$ cat src/rtl/mdio_pkg.sv
// mdio_pkg: shared frame states and field codes for the clause-22 MDIO responder
`timescale 1ns/1ps
package mdio_pkg;
  typedef enum logic [2:0] {IDLE, ST2, OP, ADDR, TA, RDATA, WDATA, SKIP} state_t;
  localparam logic [1:0] OP_READ = 2'b10;
  localparam logic [1:0] OP_WRITE = 2'b01;
  localparam logic [1:0] ST_CODE = 2'b01;
  localparam int FRAME_DATA_BITS = 16;
endpackage

$ cat src/rtl/sync_2ff.sv
// sync_2ff: two-flop synchroniser bringing an asynchronous level into the CLK domain
`timescale 1ns/1ps
module sync_2ff (
  input  logic CLK,
  input  logic RST,
  input  logic i_d,
  output logic o_q
);
  logic r_meta;
  always_ff @(posedge CLK or posedge RST)
    if (RST) {o_q, r_meta} <= 2'b00;
    else {o_q, r_meta} <= {r_meta, i_d};
endmodule

$ cat src/rtl/mdio_responder.sv
// mdio_responder: clause-22 MDIO slave serving a 32 x 16-bit register file via rd/wr strobes
`timescale 1ns/1ps
module mdio_responder
  import mdio_pkg::*;
#(
  parameter logic [4:0] PHY_ADDR = 5'd0,
  parameter int PREAMBLE_MIN = 32,
  parameter int RD_LATENCY = 2
) (
  input  logic        CLK,
  input  logic        RST,
  input  logic        mdc,
  input  logic        mdio_i,
  output logic        mdio_o,
  output logic        mdio_oe,
  output logic [4:0]  reg_addr,
  output logic        reg_rd,
  input  logic [15:0] reg_rdata,
  output logic        reg_wr,
  output logic [15:0] reg_wdata,
  output logic        busy
);
  localparam logic [5:0] PRE_MIN = 6'(PREAMBLE_MIN);
  localparam logic [1:0] RD_IDX = 2'(RD_LATENCY - 1);
  localparam logic [4:0] LAST_BIT = 5'(FRAME_DATA_BITS - 1);
  logic w_mdc, w_mdio, w_sedge, w_op_ok;
  logic [15:0] w_sr_in;
  logic r_mdc_q, r_is_rd;
  logic [5:0] r_pre;
  logic [4:0] r_cnt;
  logic [15:0] r_sr;
  logic [3:0] r_rd_pipe;
  state_t r_state;
  sync_2ff u_sync_mdc (.CLK(CLK), .RST(RST), .i_d(mdc), .o_q(w_mdc));
  sync_2ff u_sync_mdio (.CLK(CLK), .RST(RST), .i_d(mdio_i), .o_q(w_mdio));
  assign w_sedge = w_mdc & ~r_mdc_q;
  assign w_sr_in = {r_sr[14:0], w_mdio};
  assign w_op_ok = (w_sr_in[1:0] == OP_READ) || (w_sr_in[1:0] == OP_WRITE);
  always_ff @(posedge CLK or posedge RST) begin
    if (RST) begin
      r_state <= IDLE;
      r_mdc_q <= 1'b0;
      r_is_rd <= 1'b0;
      r_pre <= '0;
      r_cnt <= '0;
      r_sr <= '0;
      r_rd_pipe <= '0;
      mdio_o <= 1'b1;
      mdio_oe <= 1'b0;
      reg_addr <= '0;
      reg_rd <= 1'b0;
      reg_wr <= 1'b0;
      reg_wdata <= '0;
      busy <= 1'b0;
    end else begin
      r_mdc_q <= w_mdc;
      reg_rd <= 1'b0;
      reg_wr <= 1'b0;
      r_rd_pipe <= {r_rd_pipe[2:0], reg_rd};
      if (r_rd_pipe[RD_IDX]) r_sr <= reg_rdata;
      if (w_sedge) begin
        case (r_state)
          IDLE: begin
            r_pre <= w_mdio ? ((r_pre == 6'd32) ? r_pre : r_pre + 6'd1) : '0;
            if (!w_mdio && r_pre >= PRE_MIN) begin
              r_state <= ST2;
              busy <= 1'b1;
            end
          end
          ST2: begin
            r_cnt <= '0;
            r_state <= (w_mdio == ST_CODE[0]) ? OP : IDLE;
            busy <= (w_mdio == ST_CODE[0]);
          end
          OP: begin
            r_sr <= w_sr_in;
            r_cnt <= r_cnt + 5'd1;
            if (r_cnt == 5'd1) begin
              r_cnt <= '0;
              r_is_rd <= (w_sr_in[1:0] == OP_READ);
              r_state <= w_op_ok ? ADDR : IDLE;
              busy <= w_op_ok;
            end
          end
          ADDR: begin
            r_sr <= w_sr_in;
            r_cnt <= r_cnt + 5'd1;
            if (r_cnt == 5'd9) begin
              r_cnt <= '0;
              if (w_sr_in[9:5] != PHY_ADDR) r_state <= SKIP;
              else begin
                reg_addr <= w_sr_in[4:0];
                reg_rd <= r_is_rd;
                r_state <= TA;
              end
            end
          end
          TA: begin
            r_cnt <= r_cnt + 5'd1;
            if (r_cnt == 5'd0) begin
              mdio_oe <= r_is_rd;
              mdio_o <= ~r_is_rd;
            end else begin
              r_cnt <= '0;
              r_state <= r_is_rd ? RDATA : WDATA;
              mdio_o <= r_is_rd ? r_sr[15] : 1'b1;
              r_sr <= {r_sr[14:0], 1'b0};
            end
          end
          RDATA: begin
            r_cnt <= r_cnt + 5'd1;
            r_sr <= {r_sr[14:0], 1'b0};
            mdio_o <= r_sr[15];
            if (r_cnt == LAST_BIT) begin
              mdio_o <= 1'b1;
              mdio_oe <= 1'b0;
              busy <= 1'b0;
              r_state <= IDLE;
            end
          end
          WDATA: begin
            r_sr <= w_sr_in;
            r_cnt <= r_cnt + 5'd1;
            if (r_cnt == LAST_BIT) begin
              reg_wr <= 1'b1;
              reg_wdata <= w_sr_in;
              busy <= 1'b0;
              r_state <= IDLE;
            end
          end
          SKIP: begin
            r_cnt <= r_cnt + 5'd1;
            if (r_cnt == 5'd17) begin
              busy <= 1'b0;
              r_state <= IDLE;
            end
          end
          default: r_state <= IDLE;
        endcase
      end
    end
  end
endmodule

$ cat config.mk
export PLATFORM = sky130hd
export DESIGN_NAME = mdio_responder
export DESIGN_NICKNAME = d
export VERILOG_FILES = /design/src/rtl/mdio_pkg.sv /design/src/rtl/sync_2ff.sv /design/src/rtl/mdio_responder.sv
export SDC_FILE = /design/constraint.sdc
export NUM_CORES = 1
export LEC_CHECK = 0
export CAP_MARGIN = 15
export CELL_PAD_IN_SITES_DETAIL_PLACEMENT = 1
export CELL_PAD_IN_SITES_GLOBAL_PLACEMENT = 1
export CORE_MARGIN = 3
export CORE_UTILIZATION = 47
export CTS_BUF_LIST = sky130_fd_sc_hd__clkbuf_4 sky130_fd_sc_hd__clkbuf_8
export DETAILED_ROUTE_END_ITERATION = 10
export GPL_TIMING_DRIVEN = 0
export MAX_ROUTING_LAYER = met4
export PLACE_DENSITY = 0.95
export SETUP_SLACK_MARGIN = 0.02
export SYNTH_ARGS = -nofsm -noshare
export SYNTH_HDL_FRONTEND = slang
export SYNTH_SLANG_ARGS = --single-unit
$ cat constraint.sdc
create_clock -name CLK -period 7 [get_ports CLK]
set_input_delay 0.7 -clock CLK [delete_from_list [all_inputs] [get_ports CLK]]
set_output_delay 0.7 -clock CLK [all_outputs]
set_load 0.02 [all_outputs]
==> results of run 1 <==
[flip-flops by register name, summed over array words and instances, names as in the netlist, 2 cells and up]
name       count
reg_addr       5
r_state        3
r_sr          16
r_cnt          5
r_pre          6
reg_wdata     16
r_rd_pipe      2
[stage by stage]
stage	instances	hold WS, ns	area [um^2]
finish	417	0.357	3780
global route	417	0.367	3780
CTS	417	0.362	3780
detailed placement	401	0.348	3600
global placement	400	0.334	3580
floorplan	280	0.331	3040
[final cells by class]
type,count,area share [%]
flip-flops and latches,64,42.4
multi-input cells,189,34.9
repair buffers,46,12.5
clock buffers,13,4.24
well taps,75,2.48
plain buffers,15,1.89
inverters,12,1.19
clock inverters,3,0.464
[critical path, stage by stage (launching register included)]
cell	delay [ns]
dfrtp_1	0.42
ha_1	0.21
and3_1	0.17
ha_1	0.27
nand2_1	0.10
nor3_2	0.62
clkbuf_1	0.53
mux2_2	0.41
[metal layers]
layer,track usage (%),vias up,wire (um)
li1,-,1099,-
met1,30.5,1216,3370
met2,42.2,73,4500
met3,6.08,24,403
met4,10.3,0,282
met5,-,-,0
[power by group]
part | internal (W) | leakage (nW) | switching [W]
registers | 0.000389 | 0.786 | 0.0000233
clock network | 0.000149 | 0.0937 | 0.000142
logic | 0.0000615 | 0.682 | 0.0000888
total | 0.000600 | 1.56 | 0.000254
[placed cells by master (no fill, tap or decap), types with 2 or more instances in the layout]
master	count
o2bb2ai_1	2
nand2b_1	4
a22oi_1	2
xor2_1	2
nor2b_1	4
mux2_4	5
o211ai_1	3
clkbuf_4	3
a21oi_1	7
nor2_1	12
mux2i_1	17
o21ai_0	31
dfrtp_1	63
clkdlybuf4s50_1	45
clkinv_2	2
o22ai_1	5
mux2_2	19
ha_1	7
clkbuf_8	10
nand3_1	5
clkbuf_1	9
buf_2	3
nor3_1	8
inv_1	11
nand2_1	34
[worst paths after layout]
kind	to	slack, ns	start
worst max register to register	reg_wdata[5]	4.16	r_cnt[0]
worst min register to register	r_rd_pipe[1]	0.36	r_rd_pipe[0]
min in group asynchronous	reg_wdata[8]	0.74	RST
max in group asynchronous	reg_wdata[3]	5.64	RST
worst min-delay path	r_rd_pipe[1]	0.36	r_rd_pipe[0]
worst max-delay path	reg_wdata[5]	4.16	r_cnt[0]
[kinds of logic (layout without fill, tap and decap cells)]
| family | count (synthesis) | after routing |
|---|---|---|
| XOR/XNOR | 2 | 2 |
| flip-flops | 64 | 64 |
| AND/OR/NAND/NOR | 81 | 81 |
| adder cells (fa/ha/maj) | 7 | 7 |
| buffers and inverters | 27 | 89 |
| AO/OA/AOI/OAI | 58 | 58 |
| multiplexers | 41 | 41 |
==> flow_metrics.py, run 1 <==
metrics = {
    "synthesis": {
        "syn_area_um2": 3040,
        "synthCells": 280,
        "synth_nets": 307,
        "synth_area_per_cell_um2": 10.8,
        "yosysMostFrequentCell": "dfrtp_1",
        "synth.distinct_cells": 47,
        "yosys-top-cells-count": "63 x dfrtp_1, 34 x nand2_1, 31 x o21ai_0",
        "synth_fa_ha_area_share_pct": 2.88,
        "synth_compound_area_share_pct": 11.4,
        "synth_xor_area_share_pct": 0.577,
        "synth.yosys.seq_area_share_pct": 52.8,
        "synth_top_flop_cell": "dfrtp_1",
        "synth.area.top_cells": "dfrtp_1 52%, mux2_2 7.0%, mux2i_1 5.6%",
        "ys_warn_count": 0,
        "synth_top_cell_by_area": "dfrtp_1",
        "synth_top_family_by_area": "multiplexers",
        "synth-edff-count": 0,
        "synthSimpleGateAreaFrac_pct": 13.4,
        "synth.top_cell.area_share_pct": 51.9,
        "ys_ff_latch": 64,
        "async_reset_ff_share_pct": 100,
        "synthMuxAreaShare_pct": 15.1,
    },
    "clocking": {
        "cts_sinks": 64,
        "clkSlewWorstSetupHoldPaths_ns": 0.07,
        "ctsResizeCount": 0,
        "cts_root_buffer": "clkbuf_8",
        "cts_tree": "built",
        "clock_latency_ns": 0.35,
        "hold_buffers": 0,
        "htree_num_levels": 3,
        "post-cts-setup-buffers": 0,
        "cts.path.max_buffers": 2,
        "cts_buffers": 9,
    },
    "floorplanning": {
        "fp.dieW_um": 86.4,
        "rows": 28,
        "ios": 46,
        "die_area_um2": 7460,
        "start_util_pct": 49.8,
        "fp.dieH_um": 86.4,
        "fp.coreArea_um2": 6100,
    },
    "power_and_ir_drop": {
        "fin_total_pwr_w": 0.000854,
        "p_per_area_nw_per_um2": 226,
        "irDropWorstVdd_v": 0.000168,
        "p_leak_nw": 1.56,
    },
    "sta": {
        "tns_ns": 0,
        "fin_skew_ns": 0.0108,
        "rsz0062_at_grt": "false",
        "final.period_utilization_pct": 40.5,
        "slew_violations": 0,
        "tightestPinTransition_ns": 0.767,
        "hold_viol": 0,
        "max_freq_ghz": 0.353,
        "slew_headroom_pct": 48.9,
        "setup_viol": 0,
        "finalCriticalPeriod_ns": 2.84,
        "setup_ws_ns": 4.16,
    },
    "worst_hold_path": {
        "min_path_type": "reg2reg",
        "min_path_cells": 0,
    },
    "grt": {
        "antenna_found_initial": 0,
        "grt_usage_pct": 25.7,
        "overflow": 0,
        "grt_max_degree": 40,
        "grt_pass1_vias": 2679,
        "grt_pass1_wl_um": 14100,
    },
    "layout": {
        "antenna_cells": 0,
        "drive_above_1_share_pct": 16.1,
        "synthToLayoutAreaGrowth_pct": 24.4,
        "fin_util_pct": 62.0,
        "fillers": 665,
        "fin_nets": 364,
        "seq_area_um2": 1600,
        "multi_input_area_um2": 1320,
    },
    "routing": {
        "post_drt_via_cell_ratio": 5.78,
        "wl_um": 8550,
        "drtPass1Iterations": 4,
        "vias": 2412,
        "dr.first_iter.drc_count": 200,
        "ant_nets": 0,
        "wl_per_cell_um": 20.5,
        "drc": 0,
    },
    "critical_path": {
        "worstSetupPathType": "reg2reg",
        "worstPathRequired_ns": 7.24,
        "endpoint_kind": "flip-flop",
        "reg2regPathDepth": 7,
        "critPathArrivalTime_ns": 3.07,
        "start_kind": "flip-flop",
        "crit_fanout": 10,
    },
    "outcome": {
        "status": "complete, no violations",
    },
    "job": {
        "max-cap-violations": 0,
    },
    "placement": {
        "hpwlAfterDp_um": 5930,
        "pre_cts_slack_ns": 4.16,
        "io_buffers": 45,
        "finalWeightedCongestion": 0.879,
    },
}
Note: power is estimated with default switching activity, not from simulation.
==> inputs of run 2 (changes only) <==
--- a/config.mk
+++ b/config.mk
@@ -9,12 +9,12 @@
 export CELL_PAD_IN_SITES_DETAIL_PLACEMENT = 1
 export CELL_PAD_IN_SITES_GLOBAL_PLACEMENT = 1
 export CORE_MARGIN = 3
-export CORE_UTILIZATION = 47
+export CORE_UTILIZATION = 40
 export CTS_BUF_LIST = sky130_fd_sc_hd__clkbuf_4 sky130_fd_sc_hd__clkbuf_8
 export DETAILED_ROUTE_END_ITERATION = 10
 export GPL_TIMING_DRIVEN = 0
 export MAX_ROUTING_LAYER = met4
-export PLACE_DENSITY = 0.95
+export PLACE_DENSITY = 0.88
 export SETUP_SLACK_MARGIN = 0.02
 export SYNTH_ARGS = -nofsm -noshare
 export SYNTH_HDL_FRONTEND = slang
==> constraint.sdc (replaced) <==
create_clock -name CLK -period 2.5 [get_ports CLK]
set_input_delay 0.25 -clock CLK [delete_from_list [all_inputs] [get_ports CLK]]
set_output_delay 0.25 -clock CLK [all_outputs]
set_load 0.02 [all_outputs]
==> run 2 against run 1 <==
Combinational power increased to 2.7 times the previous value. Fmax increased by 19%. Non-clock buffer count increased by 3. Sequential share of layout area decreased by 1.0 points. Critical path depth unchanged. Via count decreased by 1.3%. Utilization decreased by 8.9 points. Flip-flop and latch count unchanged. Clock power increased to 3.2 times the previous value. Power increased to 2.9 times the previous value. Register-to-register slack got worse by 4.1 ns.
==> flow_metrics.py, run 2 (same netlist as run 1, synthesis figures left out) <==
metrics = {
    "outcome": {
        "status": "complete, no violations",
    },
    "floorplanning": {
        "fp.dieH_um": 93.1,
        "ios": 46,
        "die_area_um2": 8670,
        "start_util_pct": 41.6,
        "rows": 31,
        "fp.dieW_um": 93.1,
        "fp.coreArea_um2": 7290,
    },
    "critical_path": {
        "r2r-start": "r_cnt[1]",
        "worst_path_max_delay_cell": "or4_4",
        "rr_endpoint": "reg_addr[4]",
        "worstPathRequired_ns": 2.75,
        "crit_fanout": 5,
        "worstSetupPathType": "reg2reg",
        "critPathArrivalTime_ns": 2.63,
        "path_cells": "inv_2, ha_1, or3b_4, or3_4, or4_4, buf_6, mux2_4",
        "r2r_setup_slack_ns": 0.11,
        "endpoint_kind": "flip-flop",
        "start_kind": "flip-flop",
        "critPathMaxStageDelay_ns": 0.43,
        "reg2regPathDepth": 7,
    },
    "grt": {
        "grt_max_degree": 44,
        "grt_usage_pct": 20.5,
        "overflow": 0,
        "grt_pass1_wl_um": 13300,
        "grt_pass1_vias": 2647,
        "antenna_found_initial": 0,
    },
    "placement": {
        "finalWeightedCongestion": 0.873,
        "hpwlAfterDp_um": 5530,
        "io_buffers": 45,
        "pre_cts_slack_ns": -0.235,
    },
    "sta": {
        "finalCriticalPeriod_ns": 2.39,
        "fin_skew_ns": 0.0112,
        "max_freq_ghz": 0.419,
        "rsz0062_at_grt": "false",
        "setup_viol": 0,
        "setup_ws_ns": 0.113,
        "slew_violations": 0,
        "tightestPinTransition_ns": 0.759,
        "tns_ns": 0,
        "final.period_utilization_pct": 95.5,
        "hold_viol": 0,
        "slew_headroom_pct": 49.4,
    },
    "clocking": {
        "cts_tree": "built",
        "cts_buffers": 9,
        "cts_root_buffer": "clkbuf_8",
        "clkSlewWorstSetupHoldPaths_ns": 0.08,
        "cts.path.max_buffers": 2,
        "htree_num_levels": 3,
        "clock_latency_ns": 0.36,
        "cts_sinks": 64,
        "hold_buffers": 0,
    },
    "layout": {
        "fin_nets": 367,
        "reg_top3": "r_sr: 16 flops, reg_wdata: 16 flops, r_pre: 6 flops",
        "drive_above_1_share_pct": 18.6,
        "synthToLayoutAreaGrowth_pct": 27.6,
        "antenna_cells": 0,
        "final_common_cell": "dfrtp_1",
        "final_cell_mix": "63 x dfrtp_1, 45 x clkdlybuf4s50_1, 34 x nand2_1",
        "fin_util_pct": 53.1,
    },
    "power_and_ir_drop": {
        "p_switching_w": 0.000751,
        "switching_share_pct": 30.2,
        "combPwrFrac_pct": 16.6,
        "p_leak_nw": 1.61,
        "irDropWorstVdd_v": 0.000384,
        "p_per_area_nw_per_um2": 641,
        "p_int_w": 0.00173,
        "power_frac_seq_pct": 46.4,
        "power_frac_clock_pct": 37.0,
    },
    "job": {
        "max-cap-violations": 0,
    },
    "worst_hold_path": {
        "min_path_type": "in2async",
    },
    "routing": {
        "wl_um": 7820,
        "post_drt_via_cell_ratio": 5.36,
        "drc": 0,
        "ant_nets": 0,
        "wl_per_cell_um": 17.6,
        "drtPass1Iterations": 6,
        "vias": 2381,
        "dr.first_iter.drc_count": 159,
    },
}
run 2: cell count changes in the layout (fill, tap and decap cells not counted), sizes merged:
cell    before  now
buf          7   10
bufinv       0    1
clkbuf      22   18
inv         12   15
run 2: layout make-up:
type / count / area [um^2]
Fill cell: 832 / 3420
Buffer: 15 / 76.3
Tap cell: 99 / 124
Inverter: 12 / 45.0
Clock inverter: 7 / 77.6
Clock buffer: 9 / 124
Sequential cell: 64 / 1600
Multi-Input combinational cell: 189 / 1330
Timing Repair Buffer: 49 / 493
run 2: repair_timing:
item                                    4_1_cts  5_1_grt
gates resized for setup                       2        8
pin swaps                                     0        1
setup buffers                                 0        3
endpoints found under the setup margin        9       24
run 2: critical path, delay by kind of cell (launching register included):
kind | cells | cell delay, ns
fa+ha+maj | 1 | 0.15
buf+inv | 2 | 0.24
flops | 1 | 0.41
mux | 1 | 0.30
simple gates | 3 | 1.18
run 2: routing by layer:
layer	wire length, um	part of all wire [%]	global-route usage, %
met3	294	3.8	6.68
met5	0	0	-
met2	3950	51	32.5
met4	152	1.9	6.23
met1	3420	44	25.1
run 2: worst max-delay path by stage:
stage	startpoint	end
6_report	r_cnt[1]	reg_addr[4]
5_1_grt	r_cnt[0]	r_state[1]
4_1_cts	r_cnt[0]	reg_wdata[8]
3_5_place_dp	r_cnt[0]	reg_wdata[4]
3_3_place_gp	RST	r_pre[0]
2_1_floorplan	r_cnt[1]	reg_addr[0]
run 2: stage by stage:
| step | instance area (um^2) | cells | total power [W] | hold WS (ns) |
|---|---|---|---|---|
| 2_1_floorplan | 3040 | 280 | 0.00143 | 0.281 |
| 4_1_cts | 3840 | 441 | 0.00250 | 0.265 |
| 6_report | 3870 | 444 | 0.00248 | 0.244 |
| 3_5_place_dp | 3630 | 425 | 0.00158 | 0.338 |
| 5_1_grt | 3870 | 444 | 0.00262 | 0.282 |
| 3_3_place_gp | 3610 | 424 | 0.00154 | 0.334 |
run 2: power groups by stage:
stage	Clock (W)	Sequential, W	Combinational, W
detailed placement	0	0.00117	0.000406
global placement	0	0.00116	0.000375
finish	0.000920	0.00115	0.000412
floorplan	0	0.00116	0.000266
global route	0.000988	0.00116	0.000463
CTS	0.000942	0.00115	0.000410
==> inputs of run 3 (changes only) <==
--- a/config.mk
+++ b/config.mk
@@ -9,12 +9,12 @@
 export CELL_PAD_IN_SITES_DETAIL_PLACEMENT = 1
 export CELL_PAD_IN_SITES_GLOBAL_PLACEMENT = 1
 export CORE_MARGIN = 3
-export CORE_UTILIZATION = 40
-export CTS_BUF_LIST = sky130_fd_sc_hd__clkbuf_4 sky130_fd_sc_hd__clkbuf_8
+export CORE_UTILIZATION = 38
+export CTS_BUF_LIST = sky130_fd_sc_hd__clkbuf_16
 export DETAILED_ROUTE_END_ITERATION = 10
 export GPL_TIMING_DRIVEN = 0
 export MAX_ROUTING_LAYER = met4
-export PLACE_DENSITY = 0.88
+export PLACE_DENSITY = 0.84
 export SETUP_SLACK_MARGIN = 0.02
 export SYNTH_ARGS = -nofsm -noshare
 export SYNTH_HDL_FRONTEND = slang
==> run 3 against run 2 <==
Sequential share of layout area decreased by 1.5 points. Worst setup slack got worse by 0.0030 ns. Final cell count decreased by 0.23%. Critical path type unchanged.
==> flow_metrics.py, run 3 (same netlist as run 1, synthesis figures left out) <==
metrics = {
    "placement": {
        "hpwlAfterDp_um": 5540,
        "io_buffers": 45,
        "dp.cells": 425,
        "finalWeightedCongestion": 0.911,
        "place_area_um2": 3630,
    },
    "sta": {
        "rsz0062_at_grt": "false",
        "tightestPinTransition_ns": 0.753,
        "slew_violations": 0,
        "setup_viol": 0,
        "finalCriticalPeriod_ns": 2.39,
        "max_freq_ghz": 0.418,
        "slew_headroom_pct": 49.8,
        "final.period_utilization_pct": 95.6,
        "fin_skew_ns": 0.00772,
        "tns_ns": 0,
        "hold_viol": 0,
    },
    "layout": {
        "fillers": 803,
        "synthToLayoutAreaGrowth_pct": 32.3,
        "antenna_cells": 0,
        "final_cell_mix": "63 x dfrtp_1, 45 x clkdlybuf4s50_1, 34 x nand2_1",
        "drive_above_1_share_pct": 18.6,
        "fin_util_pct": 53.7,
        "reg_top3": "r_sr: 16 flops, reg_wdata: 16 flops, r_pre: 6 flops",
        "final_area_um2": 4020,
        "final_common_cell": "dfrtp_1",
        "fin_nets": 366,
        "stdcell_count": 443,
    },
    "clocking": {
        "clock_latency_ns": 0.34,
        "cts_sinks": 64,
        "clkSlewWorstSetupHoldPaths_ns": 0.06,
        "htree_num_levels": 3,
        "cts_tree": "built",
        "hold_buffers": 0,
        "cts_root_buffer": "clkbuf_16",
        "cts_buffers": 9,
        "cts.path.max_buffers": 2,
    },
    "routing": {
        "ant_nets": 0,
        "drc": 0,
        "wl_per_cell_um": 18.0,
        "vias": 2356,
        "wl_um": 7990,
        "drtPass1Iterations": 4,
        "dr.first_iter.drc_count": 113,
        "post_drt_via_cell_ratio": 5.32,
    },
    "power_and_ir_drop": {
        "irDropWorstVdd_v": 0.000442,
        "combPwrFrac_pct": 13.6,
        "p_leak_nw": 1.68,
        "power_frac_seq_pct": 37.7,
        "p_int_w": 0.00225,
        "switching_share_pct": 26.2,
        "p_switching_w": 0.000800,
        "p_per_area_nw_per_um2": 759,
        "power_frac_clock_pct": 48.6,
    },
    "critical_path": {
        "start_kind": "flip-flop",
        "endpoint_kind": "flip-flop",
        "worstPathRequired_ns": 2.72,
        "worstSetupPathType": "reg2reg",
        "critPathArrivalTime_ns": 2.61,
        "crit_fanout": 5,
    },
    "floorplanning": {
        "die_area_um2": 9100,
        "fp.dieW_um": 95.4,
        "fp.dieH_um": 95.4,
        "ios": 46,
        "rows": 31,
        "fp.coreArea_um2": 7490,
        "start_util_pct": 40.6,
    },
    "grt": {
        "grt_max_degree": 39,
        "grt_usage_pct": 19.9,
        "overflow": 0,
        "grt_pass1_wl_um": 13100,
        "antenna_found_initial": 0,
        "grt_pass1_vias": 2635,
    },
    "outcome": {
        "status": "complete, no violations",
    },
    "job": {
        "max-cap-violations": 0,
    },
    "worst_hold_path": {
        "min_path_type": "in2async",
    },
}
-- run 3: changes by cell type in the layout (fill, tap and decap cells not counted), sizes merged --
cell and change:
clkinvlp -1, clkinv -1, bufinv +2, buf -1
-- run 3: routing by layer --
metal  vias up  wire length [um]  GRT usage (%)
li1       1104                 -              -
met1      1190              3410           23.6
met2        48              4110           32.6
met4         0               183           9.00
met5         -                 0              -
met3        14               282           4.10
-- run 3: power groups by stage --
stage | registers (W) | clock network [W] | logic, W
detailed placement | 0.00117 | 0 | 0.000403
finish | 0.00115 | 0.00148 | 0.000416
floorplan | 0.00116 | 0 | 0.000266
global route | 0.00116 | 0.00155 | 0.000469
global placement | 0.00116 | 0 | 0.000379
CTS | 0.00115 | 0.00151 | 0.000411
-- run 3: area by class of cell --
cell class	count	area (um^2)	area share, %
Buffer	15	76.3	1.90
Clock buffer	9	225	5.61
Clock inverter	7	125	3.11
Inverter	12	45.0	1.12
Multi-Input combinational cell	189	1330	33.2
Sequential cell	64	1600	39.9
Tap cell	99	124	3.08
Timing Repair Buffer	48	485	12.1
-- run 3: path summary, 6_finish.rpt --
path | depth (start not counted) | endpoint | start | slack, ns
max reg2reg | 7 | reg_addr[2] | r_cnt[1] | 0.11
max | 7 | reg_addr[2] | r_cnt[1] | 0.11
min | 2 | r_sr[14] | RST | 0.30
min reg2reg | 0 | u_sync_mdc.o_q | u_sync_mdc.r_meta | 0.35
min in group CLK | 0 | u_sync_mdc.o_q | u_sync_mdc.r_meta | 0.35
max in group asynchronous | 3 | r_state[1] | RST | 1.58
-- run 3: worst max-delay path, cell delays in order, from the launching register on --
cell     delay (ns)
dfrtp_1        0.40
inv_2          0.08
ha_1           0.15
or3b_4         0.40
or3_4          0.35
or4_4          0.44
buf_6          0.16
mux2_4         0.29
-- run 3: timing repair --
action	4_1_cts	5_1_grt
pin swaps	1	1
gates resized for setup	2	10
setup buffers	0	2
endpoints found under the setup margin	9	27
-- run 3: through the flow --
stage	power [W]	worst slack, ns	hold slack, ns
final	0.00305	0.110	0.305
after global routing	0.00318	0.0293	0.356
after CTS	0.00308	0.0650	0.315
after detailed placement	0.00157	-0.292	0.343
after global placement	0.00154	-0.467	0.333
after floorplan	0.00143	0.228	0.281
